**config.mk**
```make
export PLATFORM = sky130hd
export DESIGN_NAME = divider
export DESIGN_NICKNAME = d
export VERILOG_FILES = /design/src/rtl/divider_pkg.sv /design/src/rtl/divider_div_step.sv /design/src/rtl/divider.sv
export SDC_FILE = /design/constraint.sdc
export NUM_CORES = 1
export LEC_CHECK = 0
export BUFFER_PORTS_ARGS = -buffer_cell sky130_fd_sc_hd__buf_2
export CAP_MARGIN = 20
export CELL_PAD_IN_SITES_DETAIL_PLACEMENT = 1
export CELL_PAD_IN_SITES_GLOBAL_PLACEMENT = 2
export CORE_UTILIZATION = 30
export DETAILED_ROUTE_END_ITERATION = 12
export PLACE_DENSITY = 0.79
export SYNTH_ARGS = -nofsm -noshare
export SYNTH_HDL_FRONTEND = slang
export SYNTH_HIERARCHICAL = 1
export SYNTH_SLANG_ARGS = --single-unit
```
**constraint.sdc**
```tcl
create_clock -name clk -period 3.4 [get_ports clk]
set_input_delay 0.68 -clock clk [delete_from_list [all_inputs] [get_ports clk]]
set_output_delay 0.68 -clock clk [all_outputs]
set_load 0.05 [all_outputs]
```
**src/rtl/divider_pkg.sv**
```systemverilog
// ---------------------------------------------------------------------------
// divider_pkg
// Shared definitions for the iterative 32-bit divider and the decode stage
// that feeds it: one-hot div_op encodings, FSM state encoding, iteration
// count and a magnitude helper.
// ---------------------------------------------------------------------------
package divider_pkg;

    // One-hot operation encodings carried on div_op
    localparam logic [3:0] OP_DIV_W  = 4'b0001;
    localparam logic [3:0] OP_MOD_W  = 4'b0010;
    localparam logic [3:0] OP_DIV_WU = 4'b0100;
    localparam logic [3:0] OP_MOD_WU = 4'b1000;

    localparam logic [3:0] OP_SIGNED_MASK = OP_DIV_W | OP_MOD_W;
    localparam logic [3:0] OP_MOD_MASK    = OP_MOD_W | OP_MOD_WU;

    // Restoring steps per division; the step counter is 5 bits wide
    localparam int unsigned DIV_ITERS = 32;
    localparam logic [4:0]  CNT_LAST  = 5'(DIV_ITERS - 1);

    typedef enum logic [1:0] {
        ST_IDLE = 2'b00,
        ST_CALC = 2'b01,
        ST_DONE = 2'b10
    } div_state_e;

    // Magnitude of a 32-bit operand in 33 bits so that |0x80000000| is exact.
    // Unsigned operands pass through zero-extended.
    function automatic logic [32:0] abs33(input logic [31:0] v, input logic is_signed);
        if (is_signed && v[31]) begin
            abs33 = 33'd0 - {1'b1, v};
        end else begin
            abs33 = {1'b0, v};
        end
    endfunction

endpackage

```
**src/rtl/divider_div_step.sv**
```systemverilog
// ---------------------------------------------------------------------------
// div_step
// One radix-2 restoring division step. The caller supplies the partial
// remainder already shifted left with the next dividend bit appended.
//   i_rem   [32:0]  shifted partial remainder
//   i_dvs   [32:0]  divisor magnitude
//   o_rem   [31:0]  next partial remainder (always below the divisor)
//   o_qbit          quotient bit produced by this step
// ---------------------------------------------------------------------------
module div_step (
    input  logic [32:0] i_rem,
    input  logic [32:0] i_dvs,
    output logic [31:0] o_rem,
    output logic        o_qbit
);

    always_comb begin
        o_qbit = (i_rem >= i_dvs);
        // After a successful subtract the difference is below the divisor,
        // which never exceeds 32 bits, so the top bit is always zero.
        o_rem  = o_qbit ? 32'(i_rem - i_dvs) : i_rem[31:0];
    end

endmodule

```
**src/rtl/divider.sv**
```systemverilog
// ---------------------------------------------------------------------------
// divider
// Iterative 32-bit integer divider (div.w / mod.w / div.wu / mod.wu) with
// valid/ready request and result handshakes and a flush input.
//   clk, resetn           clock, async active-low reset
//   div_valid/div_ready   request handshake
//   div_src1/div_src2     dividend / divisor
//   div_op                one-hot operation (see divider_pkg)
//   div_flush             abort any in-flight operation
//   res_valid/res_ready   result handshake
//   div_res               quotient or remainder for the latched op
//
// state | meaning
// ------+-----------------------------------------------------------------
// IDLE  | ready for a request (div_ready = 1)
// CALC  | one working-register load cycle, then 32 restoring steps
// DONE  | result presented on div_res, held until res_ready
// ---------------------------------------------------------------------------
module divider
    import divider_pkg::*;
(
    input  logic        clk,
    input  logic        resetn,
    input  logic        div_valid,
    output logic        div_ready,
    input  logic [31:0] div_src1,
    input  logic [31:0] div_src2,
    input  logic [3:0]  div_op,
    input  logic        div_flush,
    output logic        res_valid,
    input  logic        res_ready,
    output logic [31:0] div_res
);

    div_state_e  r_state;
    div_state_e  w_state_nxt;

    logic [4:0]  r_cnt;
    logic        r_load;
    logic [3:0]  r_op;
    logic        r_sign1;
    logic        r_sign2;
    logic        r_dz;
    logic [31:0] r_src1;
    logic [31:0] r_abs1;
    logic [32:0] r_abs2;
    logic [31:0] r_rem;
    logic [31:0] r_quo;

    logic        w_accept;
    logic        w_in_signed;
    logic [32:0] w_shift;
    logic [31:0] w_step_rem;
    logic        w_qbit;
    logic        w_is_signed;
    logic        w_is_mod;
    logic [31:0] w_quo_fix;
    logic [31:0] w_rem_fix;
    logic [31:0] w_res_sel;

    assign w_accept    = (r_state == ST_IDLE) && div_valid && !div_flush;
    assign w_in_signed = |(div_op & OP_SIGNED_MASK);

    // Shift the next dividend bit (quotient register MSB) into the remainder
    assign w_shift = {r_rem, r_quo[31]};

    div_step u_div_step (
        .i_rem  (w_shift),
        .i_dvs  (r_abs2),
        .o_rem  (w_step_rem),
        .o_qbit (w_qbit)
    );

    // ---------------- FSM: state register ----------------
    always_ff @(posedge clk or negedge resetn) begin
        if (!resetn) begin
            r_state <= ST_IDLE;
        end else begin
            r_state <= w_state_nxt;
        end
    end

    // ---------------- FSM: next state ----------------
    always_comb begin
        w_state_nxt = r_state;
        case (r_state)
            ST_IDLE: begin
                if (w_accept) begin
                    w_state_nxt = ST_CALC;
                end
            end
            ST_CALC: begin
                if (div_flush) begin
                    w_state_nxt = ST_IDLE;
                end else if (!r_load && (r_cnt == CNT_LAST)) begin
                    w_state_nxt = ST_DONE;
                end
            end
            ST_DONE: begin
                if (div_flush || res_ready) begin
                    w_state_nxt = ST_IDLE;
                end
            end
            default: w_state_nxt = ST_IDLE;
        endcase
    end

    // ---------------- FSM: outputs ----------------
    always_comb begin
        div_ready = 1'b0;
        res_valid = 1'b0;
        div_res   = 32'd0;
        case (r_state)
            ST_IDLE: div_ready = 1'b1;
            ST_DONE: begin
                res_valid = 1'b1;
                div_res   = w_res_sel;
            end
            default: ;
        endcase
    end

    // ---------------- datapath ----------------
    always_ff @(posedge clk or negedge resetn) begin
        if (!resetn) begin
            r_cnt   <= 5'd0;
            r_load  <= 1'b0;
            r_op    <= 4'd0;
            r_sign1 <= 1'b0;
            r_sign2 <= 1'b0;
            r_dz    <= 1'b0;
            r_src1  <= 32'd0;
            r_abs1  <= 32'd0;
            r_abs2  <= 33'd0;
            r_rem   <= 32'd0;
            r_quo   <= 32'd0;
        end else if (div_flush) begin
            r_cnt  <= 5'd0;
            r_load <= 1'b0;
        end else if (w_accept) begin
            r_op    <= div_op;
            r_sign1 <= w_in_signed & div_src1[31];
            r_sign2 <= w_in_signed & div_src2[31];
            r_dz    <= (div_src2 == 32'd0);
            r_src1  <= div_src1;
            // A signed dividend magnitude is at most 2^31, so 32 bits suffice
            r_abs1  <= 32'(abs33(div_src1, w_in_signed));
            r_abs2  <= abs33(div_src2, w_in_signed);
            r_cnt   <= 5'd0;
            r_load  <= 1'b1;
        end else if (r_state == ST_CALC) begin
            if (r_load) begin
                // Working registers are loaded from the latched magnitudes so
                // the step logic never sees the live request inputs.
                r_rem  <= 32'd0;
                r_quo  <= r_abs1;
                r_load <= 1'b0;
            end else begin
                r_rem <= w_step_rem;
                r_quo <= {r_quo[30:0], w_qbit};
                r_cnt <= r_cnt + 5'd1;
            end
        end
    end

    // ---------------- result fix-up (registered values only) ----------------
    always_comb begin
        w_is_signed = |(r_op & OP_SIGNED_MASK);
        w_is_mod    = |(r_op & OP_MOD_MASK);
        w_quo_fix   = (w_is_signed && (r_sign1 ^ r_sign2)) ? (32'd0 - r_quo) : r_quo;
        w_rem_fix   = (w_is_signed && r_sign1) ? (32'd0 - r_rem) : r_rem;
        if (r_dz) begin
            // Divide by zero: all-ones quotient, dividend returned untouched
            w_quo_fix = 32'hFFFF_FFFF;
            w_rem_fix = r_src1;
        end
        w_res_sel = w_is_mod ? w_rem_fix : w_quo_fix;
    end

endmodule

```
* Word level (Yosys, flattened, before mapping) *
Cells that the tools add are included.

word-level totals
  register bits = 176
  logic and storage cells = 76
  bits in writable memories = 0
  bits of input ports = 73
  bits in read-only memories = 0
  memories kept = 0
  output and inout port bits = 34
  bits in latches = 0

operators by class
  order comparisons = 1
  shift-type cells = 0
  $mul = 0
  multiplexer cells = 25
  add/subtract/negate cells = 6
  bitwise logic cells = 5
  reduce and logical (&&, ||, !) cells = 20
  divide/modulo/power cells = 0
  eq/ne operators = 7

operators with widths
  kind                                                   number
  2-to-1 mux 32 bit                                      10
  subtractor 1 x 32 -> 32 bit, first input constant      3
  >= comparator 33 bit                                   1
  2-to-1 mux 33 bit                                      1
  subtractor 1 x 33 -> 33 bit, first input constant      1
  zero test 32 bit                                       1
  subtractor 32 bit                                      1
  2-to-1 mux 5 bit                                       4
  2-to-1 mux 2 bit                                       4
  logical AND 1 bit                                      7
  case mux 2 bit (3 select lines)                        1
  AND reduction 3 bit                                    2
  OR reduction 2 bit                                     3
  adder 5 x 1 -> 5 bit, second input constant            1
  == test 5 bit, second input constant                   1
  2-to-1 mux 1 bit                                       5
  inequality test 2 bit, second input constant           2
  AND reduction 2 bit                                    2
  inequality test 3 x 2 -> 1 bit, second input constant  1
  inequality test 3 bit, second input constant           1
  nonzero test 3 bit                                     1
  AND 1 bit                                              2
  == test 2 x 1 -> 1 bit, second input constant          1
  == test 2 bit, second input constant                   1
  5 further kinds                                        7

* Logic depth before layout (Yosys ltp) *
  word-level depth = 6
  depth in mapped cells = 16
  depth with buffers taken out = 15

* Hierarchy *
The synthesis kept the hierarchy.

by module, submodules not included
  module    times used  cells each  area an instance (µm²)  sequential area each (µm²)
  divider   1           1,247       10,383.7                4,354.2
  div_step  1           313         2,337.2                 0.0

* Worst setup path before layout *
No wires, ideal clock.

  path kind = register -> output
  start point = register r_quo[10]
  end point = output port div_res[29]
  buffers on the path = 0
  data required time = 2.720 ns
  arrival time = 3.219 ns
  slack = -0.499 ns
  stages on the path, launching flop included = 7
  path through = dfrtp_1 or4_1 nor2_2 nand4_1 mux2_2 o221ai_1 nor4_1

on the way
  cells in the longest elaborated chain, start to end = 5

RTL lines
  what                         line            text
  start: declaration           divider.sv:48   logic [31:0] r_quo;
  start signal: assignment     divider.sv:156  r_quo <= r_abs1;
  start signal: assignment     divider.sv:160  r_quo <= {r_quo[30:0], w_qbit};
  subtractor 1 x 32 -> 32 bit  divider.sv:170  w_quo_fix = (w_is_signed && (r_sign1 ^ r_sign2)) ? (32'd0 - r_quo) : r_quo;
  2-to-1 mux 32 bit            divider.sv:170
  2-to-1 mux 32 bit            divider.sv:172  if (r_dz) begin
  2-to-1 mux 32 bit            divider.sv:177  w_res_sel = w_is_mod ? w_rem_fix : w_quo_fix;
  2-to-1 mux 32 bit            divider.sv:113  case (r_state)
  end: declaration             divider.sv:32   output logic [31:0] div_res

Every way passes these cells.

* Worst setup path in the final report *
  start point = register r_rem[11]
  end point = output port div_res[27]

on the way
  cells in the longest elaborated chain, start to end = 5

RTL lines
  what                         line            text
  start: declaration           divider.sv:47   logic [31:0] r_rem;
  start signal: assignment     divider.sv:159  r_rem <= w_step_rem;
  subtractor 1 x 32 -> 32 bit  divider.sv:171  w_rem_fix = (w_is_signed && r_sign1) ? (32'd0 - r_rem) : r_rem;
  2-to-1 mux 32 bit            divider.sv:171
  2-to-1 mux 32 bit            divider.sv:172
  2-to-1 mux 32 bit            divider.sv:177
  2-to-1 mux 32 bit            divider.sv:113

Every way passes these cells.

==> results.ini <==
[outcome]
outcome = finished with violations
failing_checks = setup timing

[setup_path]
critical_path.max_fanout = 5
critical_path.cell_chain = or4_4 > nor4b_4 > nand3_2 > buf_4 > o21ai_2 > xor2_1 > a2111oi_4 > buf_6
worst-r2r-setup-slack_ps = 80
cp_data_required_time_ps = 2720
critical_path.startpoint_type = flip-flop
cp_slowest_stage_delay_ps = 590
criticalPathCategory = reg -> out
cp_data_arrival_time_ps = 3020
crit_path_end_kind = output port
cpMaxStageDelayCell = sky130_fd_sc_hd__or4_4

[synth]
synth_top_area_cell = sky130_fd_sc_hd__dfrtp_1
syn-cell-area_sq_mm = 0.0127
yosys-top-cells-area = sky130_fd_sc_hd__dfrtp_1 (34%), sky130_fd_sc_hd__nand2_1 (8.2%), sky130_fd_sc_hd__o21ai_0 (7.4%)
synth.lib_cells_used.distinct = 78
synth_nets = 1673
ys_seq_area_frac = 0.342
average_size_of_a_mapped_cell_sq_um = 8.15
synth-async-reset-ratio = 1.00
synth-warning-count = 6
synth_edf_count = 0
share_of_yosys_cell_area_claimed_by_the_top_area_cell_type = 0.342
primary_ff_master_synth = sky130_fd_sc_hd__dfrtp_1
synth_cells = 1560
synth.ff_latch_count = 174

[sta]
grt_setup_unrepaired = true
max_clock_freq_mhz = 270
worst_hold_slack_ps = 152
finalWorstSetupSlack_ps = -298
worstMarginPinSlew_ps = 994
finalCriticalPeriod_ps = 3700
worst_slew_margin_rel = 0.338
hold_violations = 0
worst_clock_skew_ps = 11.4
timing.final.setup_violations = 17
fin_crit_sh = 1.09
final_max_slew_viol_count = 0

[clock_network]
cts_inserted_buffers = 17
cts.sinks = 174
clk_path_buf_depth = 2
clock_tree.htree_level_count = 4
clkSlewWorstSetupHoldPaths_ps = 70
cts_tree = built
root_buffer = sky130_fd_sc_hd__clkbuf_16
cts_hold_buf = 0
clock_insertion_delay_worst_skew_ps = 450

[place]
place_inst = 2226
post_detail_place_hpwl_mm = 33.4
detailed_place.area_sq_mm = 0.0146
place_ws_ps = -28.6
place_congestion = 0.868
placement.io_buffers = 105

[pwr]
switching_share = 0.430
intPower_uw = 7700
power_per_cell_area_mw_per_mm2 = 831
total_leakage_power_uw = 0.00709
power_switching_uw = 5810
clock_power_share = 0.152
ir_drop_mv = 0.555
sequentialPowerShare = 0.229
comb_power_share = 0.618

[global_routing]
grt_remaining_overflow = 0
grt_pass1_vias = 12300
antenna_found_initial = 0
grtUsageTotal = 0.205
wire_length_of_the_first_global_routing_pass_mm = 69.6
maximum_number_of_pins_on_one_net_before_global_route_repair = 120

[die]
die_h_um = 208
core-area_sq_mm = 0.0419
rows = 75
floorplan.io_pins = 107
fp.dieW_um = 208
initial_core_util = 0.304
design.die.area_sq_mm = 0.0432

[routing]
drt-total-wl_mm = 45.0
first_iter_violations = 584
drtPass1Iterations = 4
route.vias.total = 12100
drt-wirelength-per-cell_um = 19.7
drt_drc_violations_left = 0
detail_route.vias_per_cell = 5.27
detail-route-antenna-nets = 0

[final_layout]
layout.cells.non_filler = 2290
antennaDiodeCount = 0
layout_common_cells = sky130_fd_sc_hd__nand2_1 (270), sky130_fd_sc_hd__dfrtp_1 (168), sky130_fd_sc_hd__o21ai_0 (153)
layout-area-overhead-vs-synth_pct = 27.9
final_nets = 1851
mostFrequentLayoutCell = sky130_fd_sc_hd__nand2_1
final_layout_size_suffix_gt1_frac = 0.263
final_core_util = 0.389
final_area_sq_mm = 0.0163

[flow_run]
cap_viol_max_count = 0

[hold_path]
worstHoldPathType = in -> async

-- through the flow --
step	power, uW	TNS [ps]
2_1_floorplan	7970	0
3_3_place_gp	9960	0
3_5_place_dp	10200	-53.4
4_1_cts	12700	-2080
5_1_grt	14400	-5850
6_report	13500	-3180
-- cell families after synthesis --
family | share of synthesized area
buf+inv | 0.0466
compound gates | 0.200
simple gates | 0.217
fa+ha+maj | 0.0399
xor+xnor | 0.0854
mux | 0.0687
flops | 0.342
-- worst paths after layout --
check,from,cells past startpoint,end
worst max-delay path,r_rem[11],8,div_res[27]
worst min-delay path,resetn,1,r_abs1[27]
worst max register to register,r_rem[6],14,r_rem[6]
worst min register to register,r_src1[7],2,r_src1[7]
max in group asynchronous,resetn,2,r_rem[17]
min in group clk,div_src1[20],3,r_src1[20]
-- area by class of cell --
type                            instances  area [sq um]
Multi-Input combinational cell       1237          8450
Clock inverter                         11           131
Sequential cell                       174          4360
Tap cell                              539           674
Inverter                               59           221
Timing Repair Buffer                  249          1970
Fill cell                            4983         25600
Clock buffer                           21           460
-- synth_stat cells, types with 4 or more instances --
cell	instances
sky130_fd_sc_hd__o21a_1	5
sky130_fd_sc_hd__xnor2_1	68
sky130_fd_sc_hd__ha_1	39
sky130_fd_sc_hd__xor2_1	56
sky130_fd_sc_hd__buf_6	4
sky130_fd_sc_hd__and2_1	4
sky130_fd_sc_hd__o221ai_1	11
sky130_fd_sc_hd__mux2_2	6
sky130_fd_sc_hd__or2_2	6
sky130_fd_sc_hd__nor4_1	11
sky130_fd_sc_hd__dfrtp_1	174
sky130_fd_sc_hd__o21bai_1	5
sky130_fd_sc_hd__clkbuf_1	75
sky130_fd_sc_hd__o211ai_1	7
sky130_fd_sc_hd__nand4_1	15
sky130_fd_sc_hd__or3_1	11
sky130_fd_sc_hd__o21ai_0	189
sky130_fd_sc_hd__a31oi_1	13
sky130_fd_sc_hd__mux2_4	27
sky130_fd_sc_hd__inv_1	59
sky130_fd_sc_hd__nor2b_1	11
sky130_fd_sc_hd__nor2_1	98
sky130_fd_sc_hd__nand3_1	22
sky130_fd_sc_hd__nand2b_1	38
sky130_fd_sc_hd__nor4b_1	4
sky130_fd_sc_hd__a221oi_1	7
sky130_fd_sc_hd__a21oi_1	91
sky130_fd_sc_hd__nor3_1	40
sky130_fd_sc_hd__o41ai_1	8
sky130_fd_sc_hd__buf_1	8
sky130_fd_sc_hd__o31ai_1	23
sky130_fd_sc_hd__mux2i_1	40
sky130_fd_sc_hd__a211oi_1	13
sky130_fd_sc_hd__nand3b_1	6
sky130_fd_sc_hd__o311ai_0	4
sky130_fd_sc_hd__or4_1	10
sky130_fd_sc_hd__and3_1	6
sky130_fd_sc_hd__nand2_1	277
sky130_fd_sc_hd__a21o_1	15
-- flip-flops by register name (all words and copies together) (netlist names) --
name     cells
r_abs1      31
r_abs2      33
r_cnt        5
r_dz         1
r_load       1
r_op         3
r_quo       32
r_rem       32
r_sign1      1
r_sign2      1
r_src1      32
r_state      2
-- power groups by stage --
stage               clock network [uW]  logic, uW  registers [uW]
global placement                     0       6870            3090
floorplan                            0       4900            3060
detailed placement                   0       7070            3120
global route                      2170       9050            3160
CTS                               2100       7520            3090
finish                            2060       8360            3100
-- worst max-delay path: cells and delay by family (launching register included) --
kind	cells	cell delay (ps)
buffers and inverters	2	400
AOI/OAI and AO/OA	2	460
xor gates and xnor gates	1	130
DFF	1	410
and+or+nand+nor	3	1160
-- per-layer routing --
metal,vias to the layer above,routed length [um],GRT usage
met5,-,0,0
met4,0,595,0.0450
met3,32,1370,0.0269
met2,183,22000,0.348
met1,6022,21000,0.276
li1,5830,-,-
-- what timing repair did --
action / 4_1_cts / 5_1_grt
gates resized for setup: 116 / 91
pin swaps: 39 / 40
setup buffers: 13 / 18
gates cloned: 0 / 3
endpoints found under the setup margin: 26 / 58
Note: power is estimated with default switching activity, not from simulation.
